**config.mk**
```make
export PLATFORM = sky130hd
export DESIGN_NAME = player_input_flat
export DESIGN_NICKNAME = d
export VERILOG_FILES = /design/src/rtl/player_input_if.sv /design/src/rtl/player_input.sv /design/src/flat_wrapper.sv
export SDC_FILE = /design/constraint.sdc
export NUM_CORES = 1
export LEC_CHECK = 0
export BUFFER_PORTS_ARGS = -buffer_cell sky130_fd_sc_hd__buf_4
export CORE_MARGIN = 2
export CORE_UTILIZATION = 35
export CTS_CLUSTER_DIAMETER = 40
export DETAILED_ROUTE_END_ITERATION = 6
export HOLD_SLACK_MARGIN = 0.12
export SLEW_MARGIN = 20
export SYNTH_ARGS = -nofsm -noshare
export SYNTH_HDL_FRONTEND = slang
export SYNTH_SLANG_ARGS = --single-unit
export TNS_END_PERCENT = 30
```
**constraint.sdc**
```tcl
create_clock -name clk -period 2.45 [get_ports clk]
set_input_delay 0.1225 -clock clk [delete_from_list [all_inputs] [get_ports clk]]
set_output_delay 0.1225 -clock clk [all_outputs]
set_load 0.02 [all_outputs]
```
**src/rtl/player_input_if.sv**
```systemverilog
// Press-generator bus: board key, difficulty and enable in; press pulses and LFSR debug state out.
interface player_input_if #(
  parameter int LFSR_W = 10,
  parameter int DIFF_W = 3
) ();
  logic              key_n;
  logic [DIFF_W-1:0] difficulty;
  logic              enable;
  logic              human_press;
  logic              cpu_press;
  logic [LFSR_W-1:0] lfsr_out;

  modport master (
    output key_n, difficulty, enable,
    input  human_press, cpu_press, lfsr_out
  );

  modport slave (
    input  key_n, difficulty, enable,
    output human_press, cpu_press, lfsr_out
  );
endinterface

```
**src/rtl/player_input.sv**
```systemverilog
// Human key edge detector plus LFSR-driven computer press generator.
// Optional cpu_press cooldown is enabled by defining PRESS_COOLDOWN_EN.
module player_input #(
  parameter int LFSR_W   = 10,
  parameter int DIFF_W   = 3,
  parameter int COOLDOWN = 4
) (
  input logic           clk,
  input logic           reset,
  player_input_if.slave bus
);
  typedef enum logic {IDLE, HELD} state_t;

  state_t            state_q, state_d;
  logic              sync1_q, sync2_q;
  logic              pressed;
  logic              human_press_q, human_press_d;
  logic              cpu_press_q, cpu_press_d;
  logic [LFSR_W-1:0] lfsr_q, lfsr_d;
  logic [LFSR_W-1:0] thr;
  logic              cool_zero;

  if (LFSR_W != 10 || DIFF_W >= LFSR_W || COOLDOWN < 1) begin : g_param_check
    $error("player_input: unsupported parameter combination");
  end

  // The key is asynchronous, so it crosses a two-flop synchronizer before use.
  always_ff @(posedge clk) begin
    if (reset) begin
      sync1_q <= 1'b1;
      sync2_q <= 1'b1;
    end else begin
      sync1_q <= bus.key_n;
      sync2_q <= sync1_q;
    end
  end

  assign pressed = ~sync2_q;

  // The FSM follows the key even while disabled, so a key held across enable rising never pulses.
  always_comb begin
    state_d       = state_q;
    human_press_d = 1'b0;
    unique case (state_q)
      IDLE: begin
        if (pressed) begin
          state_d       = HELD;
          human_press_d = bus.enable;
        end
      end
      HELD: begin
        if (!pressed) state_d = IDLE;
      end
      default: state_d = IDLE;
    endcase
  end

  assign lfsr_d      = {lfsr_q[LFSR_W-2:0], lfsr_q[9] ^ lfsr_q[6]};
  assign thr         = {bus.difficulty, {(LFSR_W-DIFF_W){1'b0}}};
  assign cpu_press_d = bus.enable && cool_zero && (lfsr_q < thr);

  always_ff @(posedge clk) begin
    if (reset) begin
      state_q       <= IDLE;
      human_press_q <= 1'b0;
      cpu_press_q   <= 1'b0;
      lfsr_q        <= {{(LFSR_W-1){1'b0}}, 1'b1};
    end else begin
      state_q       <= state_d;
      human_press_q <= human_press_d;
      cpu_press_q   <= cpu_press_d;
      lfsr_q        <= lfsr_d;
    end
  end

`ifdef PRESS_COOLDOWN_EN
  localparam int COOL_W = $clog2(COOLDOWN + 1);

  logic [COOL_W-1:0] cool_q, cool_d;

  assign cool_zero = (cool_q == '0);

  // Loading on the firing edge yields exactly COOLDOWN low cycles before the next pulse can qualify.
  always_comb begin
    cool_d = cool_q;
    if (!bus.enable) begin
      cool_d = '0;
    end else if (cpu_press_d) begin
      cool_d = COOL_W'(COOLDOWN);
    end else if (!cool_zero) begin
      cool_d = cool_q - 1'b1;
    end
  end

  always_ff @(posedge clk) begin
    if (reset) cool_q <= '0;
    else       cool_q <= cool_d;
  end
`else
  assign cool_zero = 1'b1;
`endif

  assign bus.human_press = human_press_q;
  assign bus.cpu_press   = cpu_press_q;
  assign bus.lfsr_out    = lfsr_q;
endmodule

```
**src/flat_wrapper.sv**
```systemverilog
// flat-port wrapper written by rule: the top's interface ports become plain ports
module player_input_flat 
#(
  parameter int LFSR_W   = 10,
  parameter int DIFF_W   = 3,
  parameter int COOLDOWN = 4
)
  (clk, reset, bus_key_n, bus_difficulty, bus_enable, bus_human_press, bus_cpu_press, bus_lfsr_out);
  player_input_if #(.LFSR_W(LFSR_W), .DIFF_W(DIFF_W)) bus_i ();
  input logic clk;
  input logic reset;
  input wire logic [$bits(bus_i.key_n)-1:0] bus_key_n;
  input wire logic [$bits(bus_i.difficulty)-1:0] bus_difficulty;
  input wire logic [$bits(bus_i.enable)-1:0] bus_enable;
  output wire logic [$bits(bus_i.human_press)-1:0] bus_human_press;
  output wire logic [$bits(bus_i.cpu_press)-1:0] bus_cpu_press;
  output wire logic [$bits(bus_i.lfsr_out)-1:0] bus_lfsr_out;
  assign bus_i.key_n = bus_key_n;
  assign bus_i.difficulty = bus_difficulty;
  assign bus_i.enable = bus_enable;
  assign bus_human_press = bus_i.human_press;
  assign bus_cpu_press = bus_i.cpu_press;
  assign bus_lfsr_out = bus_i.lfsr_out;
  player_input #(.LFSR_W(LFSR_W), .DIFF_W(DIFF_W), .COOLDOWN(COOLDOWN)) u_core (.clk(clk), .reset(reset), .bus(bus_i));
endmodule
```
==> results.py <==
metrics = {
    "synth": {
        "synth_top_family_by_area": "simple AND/OR/NAND/NOR gates",
        "yosys_warnings": 0,
        "syn_inst": 48,
        "synth.cell_area_um2": 554.3,
        "syn_avg_cell_area_um2": 11.55,
        "synth_nets": 57,
        "synth-compound-area-share_pct": 2.709,
        "synth_cell_types": 15,
        "synth.area.mux_share_pct": 0,
        "seq_area_frac_synth_pct": 54.18,
        "synthAdderAreaFrac_pct": 4.515,
        "synth-xor-area-share_pct": 1.580,
        "synth-simple-area-share_pct": 21.44,
        "ys_ff_latch": 15,
    },
    "clocking": {
        "insertion_delay_ns": 0.28,
        "clockBufferDepth": 2,
        "cts_made_buffers": 3,
        "post_cts_buffers": 0,
        "cts_tree": "done",
        "cts_root_buf": "clkbuf_4",
        "cts_sinks": 15,
        "cts_htree_levels": 1,
        "cts.clk_slew.worst_paths_ns": 0.09,
    },
    "floorplanning": {
        "row_count": 14,
        "die-area_um2": 1918,
        "die_x_um": 43.80,
        "core_area_um2": 1489,
        "ios": 19,
        "die_h_um": 43.80,
        "start_util_pct": 37.23,
    },
    "sta": {
        "tns_ns": 0,
        "post-route-period-util_pct": 40.37,
        "max_slew_margin_pct": 88.78,
        "rsz0062_at_grt": "no",
        "min_period_ns": 0.9890,
        "fmax_mhz": 1011,
        "worstMarginPinSlew_ns": 0.1676,
        "hold_violations": 0,
        "slew_viol_final": 0,
        "setup_viol": 0,
        "hold_ws_ns": 0.2805,
        "skew_ns": 0.003172,
    },
    "global_routing": {
        "grt_usage_pct": 9.837,
        "antenna_found_initial": 0,
        "overflow": 0,
        "grt_pass1_wl_um": 1283,
        "first_global_vias": 300,
        "grt_max_degree": 16,
    },
    "worst_setup_path": {
        "critical_path.top_delay_family": "flip-flops",
        "endpoint_kind": "flop",
        "cp-start-kind": "flop",
        "worstPathArrival_ns": 1.17,
        "crit_slowest_cell": "dfxtp_1",
        "cp_cell_sequence": "ha_1 > o21ai_0 > o211a_1",
        "path_max_fanout": 3,
        "required_ns": 2.63,
        "crit_type": "flop to flop",
        "critPathBufInv": 0,
        "cpPeakStageDelay_ns": 0.34,
    },
    "detailed_routing": {
        "totalWireLength_um": 811,
        "maxUsedRoutingLayer": "met4",
        "wl_met1_um": 356,
        "vias_per_cell": 4.291,
        "post_drt_wl_per_cell_um": 10.27,
        "met3RoutedLength_um": 78,
        "vias": 339,
        "final_antenna_net_count": 0,
        "post-route-drc-count": 0,
        "drtIter0Drc": 0,
        "wl_met2_um": 367,
        "first_pass_iters": 1,
    },
    "outcome": {
        "status": "completed",
    },
    "place": {
        "port_buffers": 18,
        "gp_congestion": 0.7775,
        "place_hpwl_um": 565,
    },
    "layout": {
        "fillers": 157,
        "drive_gt1_share_pct": 36.51,
        "n_antenna_cell": 0,
        "area_growth_pct": 24.15,
        "final_nets": 73,
        "multiInputGateArea_um2": 167.7,
        "seqCellArea_um2": 300.3,
    },
    "run": {
        "cap_violations": 0,
    },
    "min_path": {
        "holdCritPathClass": "primary input to flop",
    },
    "pwr": {
        "power_density_nw_per_um2": 621.4,
        "power.leakage_nw": 0.3422,
        "ir_drop_uv": 297.3,
    },
}
==> state kept, by name (all words and copies together), names as in the netlist <==
name / count
u_core.bus.lfsr_out: 10
u_core.bus.cpu_press: 1
u_core.bus.human_press: 1
u_core.state_q: 1
u_core.sync1_q: 1
u_core.sync2_q: 1
==> power by group <==
group | internal (W) | switching [W] | total (W)
Clock | 0.0000605 | 0.0000762 | 0.000137
Sequential | 0.000250 | 0.00000329 | 0.000254
Combinational | 0.0000213 | 0.0000159 | 0.0000372
==> cell type report <==
type | count | share of cell area (%)
clock buffer | 3 | 3.273
clock inverter | 1 | 0.7273
inverter | 2 | 1.091
multi-input combinational | 21 | 24.36
sequential | 15 | 43.64
tap | 16 | 2.909
timing repair buffer | 21 | 24.00
==> worst paths after layout <==
path | end | startpoint | slack (ns) | cells past startpoint
setup / recovery | u_core.bus.cpu_press | u_core.bus.lfsr_out[9] | 1.46 | 3
hold / removal | u_core.bus.cpu_press | bus_difficulty[0] | 0.28 | 3
setup reg to reg | u_core.bus.cpu_press | u_core.bus.lfsr_out[9] | 1.46 | 3
hold reg to reg | u_core.sync2_q | u_core.sync1_q | 0.41 | 1
==> cells in the mapped netlist, drive strengths merged <==
| cell type | n | area (µm²) |
|---|---|---|
| buf | 10 | 78.82 |
| nor3b | 1 | 7.510 |
| xnor2 | 1 | 8.760 |
| and2b | 4 | 30.03 |
| o21ai | 1 | 5.000 |
| dfxtp | 15 | 300.3 |
| or2 | 2 | 12.51 |
| nand2b | 1 | 6.260 |
| nor2b | 5 | 31.28 |
| inv | 2 | 7.510 |
| o211a | 1 | 10.01 |
| nor2 | 2 | 7.510 |
| nor4b | 1 | 23.77 |
| ha | 2 | 25.02 |
==> layout by cell type (no fill, tap or decap) <==
cell type      Yosys  layout
dfxtp_1           15      15
o211a_1            1       1
dlygate4sd3_1      0       3
ha_1               2       2
nor4b_4            1       1
clkbuf_4           0       3
inv_1              2       2
buf_4              9      18
nand2b_1           1       1
nor3b_1            1       1
or2_1              2       2
nor2_1             2       2
o21ai_0            1       1
xnor2_1            1       1
and2b_1            4       4
nor2b_1            5       5
clkinv_2           0       1
==> per-layer routing <==
layer / up-vias / track usage [%]
met1: 153 / 11.31
met3: 2 / 3.750
met4: 0 / 9.091
met5: - / 0
li1: 170 / -
met2: 14 / 13.82
==> repair_timing <==
item | in CTS | in global routing
endpoints found under the hold margin | 9 | 0
resized for setup | 0 | 0
hold buffers | 3 | 0
==> metrics by stage <==
stage               util (%)  total power, W  std cells  instance area [µm²]  setup WS [ns]
finish                 46.22       0.0004276         79                688.2          1.461
floorplan                  -       0.0002818         48                554.3          1.415
CTS                    46.22       0.0004373         79                688.2          1.451
global placement       42.35       0.0002926         72                630.6          1.479
global route           46.22       0.0004547         79                688.2          1.414
detailed placement     42.35       0.0002931         72                630.6          1.473
==> logic make-up (layout without fill, tap and decap cells) <==
family / Yosys count / after routing
buffers and inverters: 12 / 27
AO/OA/AOI/OAI: 2 / 2
flip-flops: 15 / 15
AND/OR/NAND/NOR: 16 / 16
XOR/XNOR: 1 / 1
adder cells (fa/ha/maj): 2 / 2
==> worst register-to-register path: cells and delay by family, from the launching register on <==
family	cells	cell delay, ns
adders and majority gates	1	0.28
DFF	1	0.34
AOI/OAI and AO/OA	2	0.27
Power figures use the tool's default switching activity.
